--- src/rtl/uart_pkg.sv ---
// Shared UART definitions: frame width, baud divider helper and the
// release-pacing FSM encoding used by the loopback buffer.
package uart_pkg;

  localparam int UART_FRAME_DATA_BITS = 8;

  typedef enum logic {
    IDLE = 1'b0,
    WAIT = 1'b1
  } gap_state_e;

  function automatic int baud_cnt(input int clk_freq, input int bps);
    return clk_freq / bps;
  endfunction

endpackage

--- src/rtl/sync_fifo_byte.sv ---
// Byte-wide synchronous FIFO with a registered read port; a write while full
// is accepted only when a pop frees a slot on the same edge.
module sync_fifo_byte
  import uart_pkg::*;
#(
  parameter int DEPTH  = 16,
  parameter int ADDR_W = 4
) (
  input  logic                            clk,
  input  logic                            rst_n,
  input  logic                            wr_en_i,
  input  logic [UART_FRAME_DATA_BITS-1:0] wr_dat_i,
  input  logic                            rd_en_i,
  output logic [UART_FRAME_DATA_BITS-1:0] rd_dat_o,
  output logic [ADDR_W:0]                 cnt_o,
  output logic                            full_o,
  output logic                            empty_o
);

  logic [UART_FRAME_DATA_BITS-1:0] mem [DEPTH];
  logic [ADDR_W-1:0]               wr_ptr_q, wr_ptr_d;
  logic [ADDR_W-1:0]               rd_ptr_q, rd_ptr_d;
  logic [ADDR_W:0]                 cnt_q, cnt_d;
  logic [UART_FRAME_DATA_BITS-1:0] rd_dat_q, rd_dat_d;
  logic                            wr_acc, rd_acc;

  assign full_o  = (cnt_q == (ADDR_W + 1)'(DEPTH));
  assign empty_o = (cnt_q == '0);
  assign rd_acc  = rd_en_i && !empty_o;
  assign wr_acc  = wr_en_i && (!full_o || rd_acc);

  always_comb begin
    wr_ptr_d = wr_acc ? wr_ptr_q + 1'b1 : wr_ptr_q;
    rd_ptr_d = rd_acc ? rd_ptr_q + 1'b1 : rd_ptr_q;
    rd_dat_d = rd_acc ? mem[rd_ptr_q] : rd_dat_q;
    cnt_d    = cnt_q;
    case ({wr_acc, rd_acc})
      2'b10:   cnt_d = cnt_q + 1'b1;
      2'b01:   cnt_d = cnt_q - 1'b1;
      default: cnt_d = cnt_q;
    endcase
  end

  // Storage carries no reset; occupancy and pointers define what is valid.
  always_ff @(posedge clk) begin
    if (wr_acc) mem[wr_ptr_q] <= wr_dat_i;
  end

  always_ff @(posedge clk or negedge rst_n) begin
    if (!rst_n) begin
      wr_ptr_q <= '0;
      rd_ptr_q <= '0;
      cnt_q    <= '0;
      rd_dat_q <= '0;
    end else begin
      wr_ptr_q <= wr_ptr_d;
      rd_ptr_q <= rd_ptr_d;
      cnt_q    <= cnt_d;
      rd_dat_q <= rd_dat_d;
    end
  end

  assign rd_dat_o = rd_dat_q;
  assign cnt_o    = cnt_q;

endmodule

--- src/rtl/uart_loopback_fifo.sv ---
// Loopback elastic buffer: queues received bytes and releases one per frame
// time to a transmitter that has no busy handshake.
module uart_loopback_fifo
  import uart_pkg::*;
#(
  parameter int DEPTH      = 16,
  parameter int ADDR_W     = 4,
  parameter int UART_BPS   = 9600,
  parameter int CLK_FREQ   = 50_000_000,
  parameter int FRAME_BITS = 11
) (
  input  logic                            clk,
  input  logic                            rst_n,
  input  logic [UART_FRAME_DATA_BITS-1:0] pi_data,
  input  logic                            pi_flag,
  output logic [UART_FRAME_DATA_BITS-1:0] po_data,
  output logic                            po_flag,
  output logic [ADDR_W:0]                 fifo_cnt,
  output logic                            overflow
);

  localparam int BAUD_CNT_MAX = baud_cnt(CLK_FREQ, UART_BPS);
  localparam int GAP_CYC      = BAUD_CNT_MAX * FRAME_BITS;
  localparam int GAP_W        = (GAP_CYC > 2) ? $clog2(GAP_CYC) : 1;

  gap_state_e       state_q;
  logic [GAP_W-1:0] gap_cnt_q;
  logic             po_flag_q;
  logic             overflow_q;
  logic             full, empty, pop;

  assign pop = (state_q == IDLE) && !empty;

  sync_fifo_byte #(
    .DEPTH  (DEPTH),
    .ADDR_W (ADDR_W)
  ) u_fifo (
    .clk      (clk),
    .rst_n    (rst_n),
    .wr_en_i  (pi_flag),
    .wr_dat_i (pi_data),
    .rd_en_i  (pop),
    .rd_dat_o (po_data),
    .cnt_o    (fifo_cnt),
    .full_o   (full),
    .empty_o  (empty)
  );

  // Leaving WAIT at GAP_CYC-2 lets the next pop land exactly GAP_CYC after the last.
  always_ff @(posedge clk or negedge rst_n) begin
    if (!rst_n) begin
      state_q    <= IDLE;
      gap_cnt_q  <= '0;
      po_flag_q  <= 1'b0;
      overflow_q <= 1'b0;
    end else begin
      if (pi_flag && full && !pop) overflow_q <= 1'b1;
      case (state_q)
        IDLE: begin
          po_flag_q <= pop;
          if (pop) begin
            state_q   <= WAIT;
            gap_cnt_q <= '0;
          end
        end
        WAIT: begin
          po_flag_q <= 1'b0;
          gap_cnt_q <= gap_cnt_q + 1'b1;
          if (gap_cnt_q == GAP_W'(GAP_CYC - 2)) state_q <= IDLE;
        end
        default: state_q <= IDLE;
      endcase
    end
  end

  assign po_flag  = po_flag_q;
  assign overflow = overflow_q;

endmodule

--- config.mk ---
export PLATFORM = sky130hd
export DESIGN_NAME = uart_loopback_fifo
export DESIGN_NICKNAME = d
export VERILOG_FILES = /design/src/rtl/uart_pkg.sv /design/src/rtl/sync_fifo_byte.sv /design/src/rtl/uart_loopback_fifo.sv
export SDC_FILE = /design/constraint.sdc
export NUM_CORES = 1
export LEC_CHECK = 0
export ABC_AREA = 0
export BUFFER_PORTS_ARGS = -buffer_cell sky130_fd_sc_hd__buf_2
export CAP_MARGIN = 20
export CORE_UTILIZATION = 50
export CTS_BUF_LIST = sky130_fd_sc_hd__clkbuf_4
export DETAILED_ROUTE_END_ITERATION = 10
export GPL_TIMING_DRIVEN = 1
export PLACE_DENSITY = 0.75
export SYNTH_ARGS = -nofsm -noshare
export SYNTH_HDL_FRONTEND = slang
export SYNTH_HIERARCHICAL = 1
export SYNTH_SLANG_ARGS = --single-unit
--- constraint.sdc ---
create_clock -name clk -period 3.3 [get_ports clk]
set_input_delay 0.495 -clock clk [delete_from_list [all_inputs] [get_ports clk]]
set_output_delay 0.495 -clock clk [all_outputs]
set_load 0.005 [all_outputs]
* Yosys cells after proc, flatten, opt, wreduce, memory -nomap -nowiden
Memory sizes are Yosys's and may differ from the RTL's. A register that Yosys moved wholly into a read port is not among the register bits.
Index checks and enable logic that the tools add are counted.
** Word-level totals
- Bits in registers :: 32
- Bits in writable memories :: 128
- Input bits :: 11
- Output and inout bits :: 15
- Word-level logic and storage cells :: 40
- Memories :: 1
** Memory list
- u_fifo.mem :: depth 16, bits a word 8, read ports 1, clocked after memory_dff 1, wr ports 1, line sync_fifo_byte.sv:20 : logic [UART_FRAME_DATA_BITS-1:0] mem [DEPTH];
** Operators by class
- Add/subtract/negate cells :: 5
- Equality and inequality tests :: 5
- Muxes and demuxes :: 9
- Bitwise operators :: 1
- Reductions and logical operators :: 12
** Operators with widths (count)
- $pmux W16 S2 :: 1
- $add A16 B1 Y16 const B :: 1
- $eq A16 B16 Y1 const B :: 1
- $mux W16 :: 1
- $pmux W5 S2 :: 1
- $add A4 B1 Y4 const B :: 2
- $add A5 B1 Y5 const B :: 1
- $eq A5 B5 Y1 const B :: 1
- $logic_and A1 B1 Y1 :: 5
- $logic_not A5 Y1 :: 1
- $sub A5 B1 Y5 const B :: 1
- $logic_not A1 Y1 :: 4
- $mux W1 :: 4
- $pmux W1 S2 :: 2
- $eq A2 B1 Y1 const B :: 1
- $eq A2 B2 Y1 const B :: 1
- $ne A2 B2 Y1 const B :: 1
- $reduce_bool A2 Y1 :: 1
- $logic_or A1 B1 Y1 :: 1
- $not A1 Y1 :: 1

* Logic depth before layout (Yosys ltp)
- Word-level depth :: 8
- Gate-level depth with buffers :: 16
- Mapped depth without buffers :: 14

* Modules after synthesis
The synthesis kept the hierarchy.
** Modules (own cells, without submodules)
- sync_fifo_byte :: times used 1, cells an instance 311, area an instance 5958.2 um2, seq. area each 4369.2 um2
- uart_loopback_fifo :: times used 1, cells an instance 96, area an instance 980.9 um2, seq. area each 475.5 um2

* Worst setup path after synthesis
No wires, ideal clock.
- Path type :: reg-to-reg
- From :: register u_fifo.cnt_q[0], in the netlist u_fifo/cnt_o[0]
- To :: register u_fifo.cnt_q[4], in the netlist u_fifo/cnt_o[4]
- Setup time :: 126 ps
- Arrival :: 3512 ps
- Required time :: 3174 ps
- Setup slack :: -339 ps
- Cell stages (with the launch flop) :: 17
- Path buffers :: 2
- Period minus slack after synthesis :: 3639 ps
- Path through :: dfrtp_1 -> or4_1 -> nor2_1 -> or2_2 -> clkbuf_1 -> buf_2 -> inv_1 -> o21a_1 -> inv_1 -> ha_1 -> inv_1 -> fa_1 -> nor2b_1 -> o21ai_0 -> nand3_1 -> or3b_2 -> xnor2_1
** Between the ends
- Longest elaborated chain between the ends :: 8
- Elaborated cells between the ends (all ways) :: 14
- Classes of those cells :: 2 x add/sub; 3 x eq/ne; 1 x mux; 8 x reduce/logical
** RTL lines
- start, declared :: line sync_fifo_byte.sv:23 : logic [ADDR_W:0] cnt_q, cnt_d;
- start signal, assigned :: line sync_fifo_byte.sv:58 : cnt_q <= cnt_d;
- $logic_not A5 Y1 * :: line sync_fifo_byte.sv:28 : assign empty_o = (cnt_q == '0);
- named net empty :: line uart_loopback_fifo.sv:30 : logic full, empty, pop;
- $logic_not A1 Y1 * :: line uart_loopback_fifo.sv:32 : assign pop = (state_q == IDLE) && !empty;
- $logic_and A1 B1 Y1 * :: line uart_loopback_fifo.sv:32
- named net pop :: line uart_loopback_fifo.sv:30
- $logic_and A1 B1 Y1 * :: line sync_fifo_byte.sv:29 : assign rd_acc = rd_en_i && !empty_o;
- $logic_or A1 B1 Y1 :: line sync_fifo_byte.sv:30 : assign wr_acc = wr_en_i && (!full_o || rd_acc);
- $logic_and A1 B1 Y1 :: line sync_fifo_byte.sv:30
- $eq A2 B1 Y1 or $eq A2 B2 Y1 (tied branches) :: line sync_fifo_byte.sv:37 : case ({wr_acc, rd_acc})
- $pmux W5 S2 or $reduce_bool A2 Y1 (tied branches)
The timed path passes the listed nets; every way through them passes the cells marked *.
A chain may end at the register's enable or synchronous reset.

* Worst setup path after layout
- From :: register u_fifo.cnt_q[2], in the netlist u_fifo/cnt_o[2]
- To :: register u_fifo.cnt_q[4], in the netlist u_fifo/cnt_o[4]
The elaborated chain is that of the path after synthesis.

==> out/results.ini <==
[outcome]
status = finished clean

[sta]
setup_viol = 0
tightest_slew_ps = 891
skew_ps = 15.8
fin_crit_sh_pct = 94.3
period_needed_ps = 3110
rsz0062_at_grt = false
max_slew_margin_pct = 40.6
tns_ps = 0
max_freq_ghz = 0.321
hold_viol = 0
finalMaxSlewViolations = 0

[die]
initial_utilization_pct = 51.8
io_pins = 26
die_x_um = 120
die_y_um = 120
row_count = 42
core_mm2 = 0.0134
dieArea_mm2 = 0.0144

[yosys]
synth-seq-cells = 168
async_flop_share_pct = 23.8
synth_area_per_cell_um2 = 17.0
syn-cell-area_mm2 = 0.00694
synth_edf_count = 128
synth_cell_types = 44
yosys.area.top_type = edfxtp_1
synthCells = 407
syn-num-nets = 430
ys_seq_area_share_pct = 69.8
synthTopCellsByArea = edfxtp_1 55%, dfrtp_1 14%, mux4_2 11%
synthFlopType = edfxtp_1
synth_top_area_share_pct = 55.4
yosysWarningCount = 6

[global_routing]
antenna_found_initial = 1
grt_pass1_vias = 3612
globalRouteOverflowTotal = 0
grt_pass1_wl_mm = 20.1
track_usage_pct = 19.2
grt_max_degree = 41

[power_and_ir_drop]
intPower_uw = 3290
p_switching_uw = 1160
p_leak_uw = 0.00267
seq_power_share_pct = 58.5
power.density_mw_per_mm2 = 583
peakVddDrop_uv = 228
comb_power_share_pct = 12.4
power_frac_clock_pct = 29.1
switching_share_pct = 26.0

[critical_path]
crit_type = reg -> reg
startpoint_type = flop
required_ps = 3750
crit_top_cell = inv_2
max_stage_delay_ps = 550
path_cells = or4_4 -> nor2_4 -> or2_2 -> inv_1 -> o21a_4 -> inv_2 -> ha_4 -> inv_2 -> fa_2 -> nor2b_1 -> o21ai_1 -> nand3_1 -> or3b_4 -> xnor2_2
end_kind = flop
crit_arrival_ps = 3560
reg2reg_depth = 14
crit_slowest_cell = or4_4
worstPathMaxFanout = 7

[clock_tree]
ctsHtreeMaxLevel = 4
insertion_delay_ps = 560
cts_tree = built
clkTransAtPathRegs_ps = 140
clock_tree.root_cell = clkbuf_4
clockBufferDepth = 2
cts_buffers = 17
cts.sinks = 168

[routing]
wl_per_cell_um = 19.9
initialDrtViolationCount = 335
via_count = 3678
drtPass1Iterations = 4
wl_mm = 12.6
ant_nets = 0
drc_errors = 0
routed_via_density = 5.81

[cells_and_area]
final_common_cell = edfxtp_1
synthToLayoutAreaGrowth_pct = 10.0
layoutNonFillerInstCount = 633
final_nets = 466
drive_gt1_share_pct = 26.1
final_cell_mix = 128 x edfxtp_1, 40 x dfrtp_1, 39 x nand2_1
fin_util_pct = 57.0
nFillCells = 1008
design_area_mm2 = 0.00763

[place]
dp_hpwl_mm = 8.25
port_buffers = 25
placed_area_mm2 = 0.00727
gp_congestion = 0.781
dp_cells = 597

[run]
drv_cap = 0

[worst_hold_path]
hold_class = in -> async

==> power by group through the flow <==
stage               combinational, uW  sequential [uW]  clock [uW]
floorplan                         330             2630           0
detailed placement                531             2650           0
CTS                               534             2600        1330
global placement                  515             2630           0
finish                            552             2600        1290
global route                      616             2620        1420
==> stage by stage <==
step                      hold WS [ps]  power, uW  setup slack, ps
after global placement             451       3140              230
after CTS                         22.5       4470              133
final                             36.8       4450              189
after detailed placement           457       3180              154
after global routing              47.3       4660             22.4
after floorplan                    199       2960             65.2
==> logic make-up after synthesis <==
logic type	Yosys count	synth area share [%]
buffers and inverters	32	2.24
adder cells (fa/ha/maj)	12	2.27
AO/OA/AOI/OAI	35	3.26
flip-flops	168	69.8
multiplexers	53	13.6
XOR/XNOR	10	1.26
AND/OR/NAND/NOR	97	7.54
==> cells in the mapped netlist, types with 2 or more instances <==
master and count:
mux2i_1 19, ha_1 11, mux4_2 33, nor3_1 4
o221ai_1 7, xor2_1 2, nor3b_1 2, xnor2_1 8
and3_1 2, nand4_1 6, and2_1 16, nor2_1 3
o21ai_0 11, dfrtp_1 40, edfxtp_1 128, a21oi_1 9
nor2b_1 2, nor4_1 5, nand3_1 7, buf_4 5
inv_1 14, nand4_2 3, buf_2 7, nand2_1 39
or2_2 2, clkbuf_1 4
==> routing by layer <==
layer,GRT usage (%),part of all wire (%),wire length (um),up-vias
li1,-,-,-,1647
met1,25.7,43,5450,1927
met5,0,0,0,-
met4,7.27,1.3,165,0
met3,4.52,4.6,573,14
met2,30.9,51,6380,90
==> what timing repair did <==
action | CTS | global route
resized for setup | 0 | 2
setup buffers | 0 | 3
hold buffers | 0 | 0
endpoints found under the setup margin | 0 | 1
==> cell type report <==
cell class | count | area, um2 | share of cell area (%)
sequential | 168 | 4840 | 63.5
clock inverter | 14 | 188 | 2.46
clock buffer | 18 | 135 | 1.77
timing repair buffer | 34 | 205 | 2.69
multi-input combinational | 207 | 1980 | 26.0
antenna | 1 | 2.50 | 0.0328
inverter | 15 | 56.3 | 0.737
tap | 176 | 220 | 2.88
==> sequential cells by signal, summed over array words and instances, names as in the netlist <==
name             cells
gap_cnt_q           16
overflow             1
po_flag              1
state_q              1
u_fifo/cnt_o         5
u_fifo/mem         128
u_fifo/rd_dat_o      8
u_fifo/rd_ptr_q      4
u_fifo/wr_ptr_q      4
==> final timing paths <==
kind / from / slack (ps) / to
hold reg to reg: overflow / 480 / overflow
max in group asynchronous: rst_n / 2700 / u_fifo/wr_ptr_q[2]
setup reg to reg: u_fifo/cnt_o[2] / 190 / u_fifo/cnt_o[4]
setup / recovery: u_fifo/cnt_o[2] / 190 / u_fifo/cnt_o[4]
hold / removal: rst_n / 40 / u_fifo/rd_dat_o[6]
min in group clk: pi_flag / 200 / overflow
==> critical path: cells and delay by family, from the launching register on <==
kind,cells,cell delay [ps]
XOR/XNOR,1,140
AO/OA/AOI/OAI,2,300
buffers and inverters,3,210
AND/OR/NAND/NOR,6,1380
adder cells (fa/ha/maj),2,510
flip-flops,1,450
(Power assumes the default switching activity.)
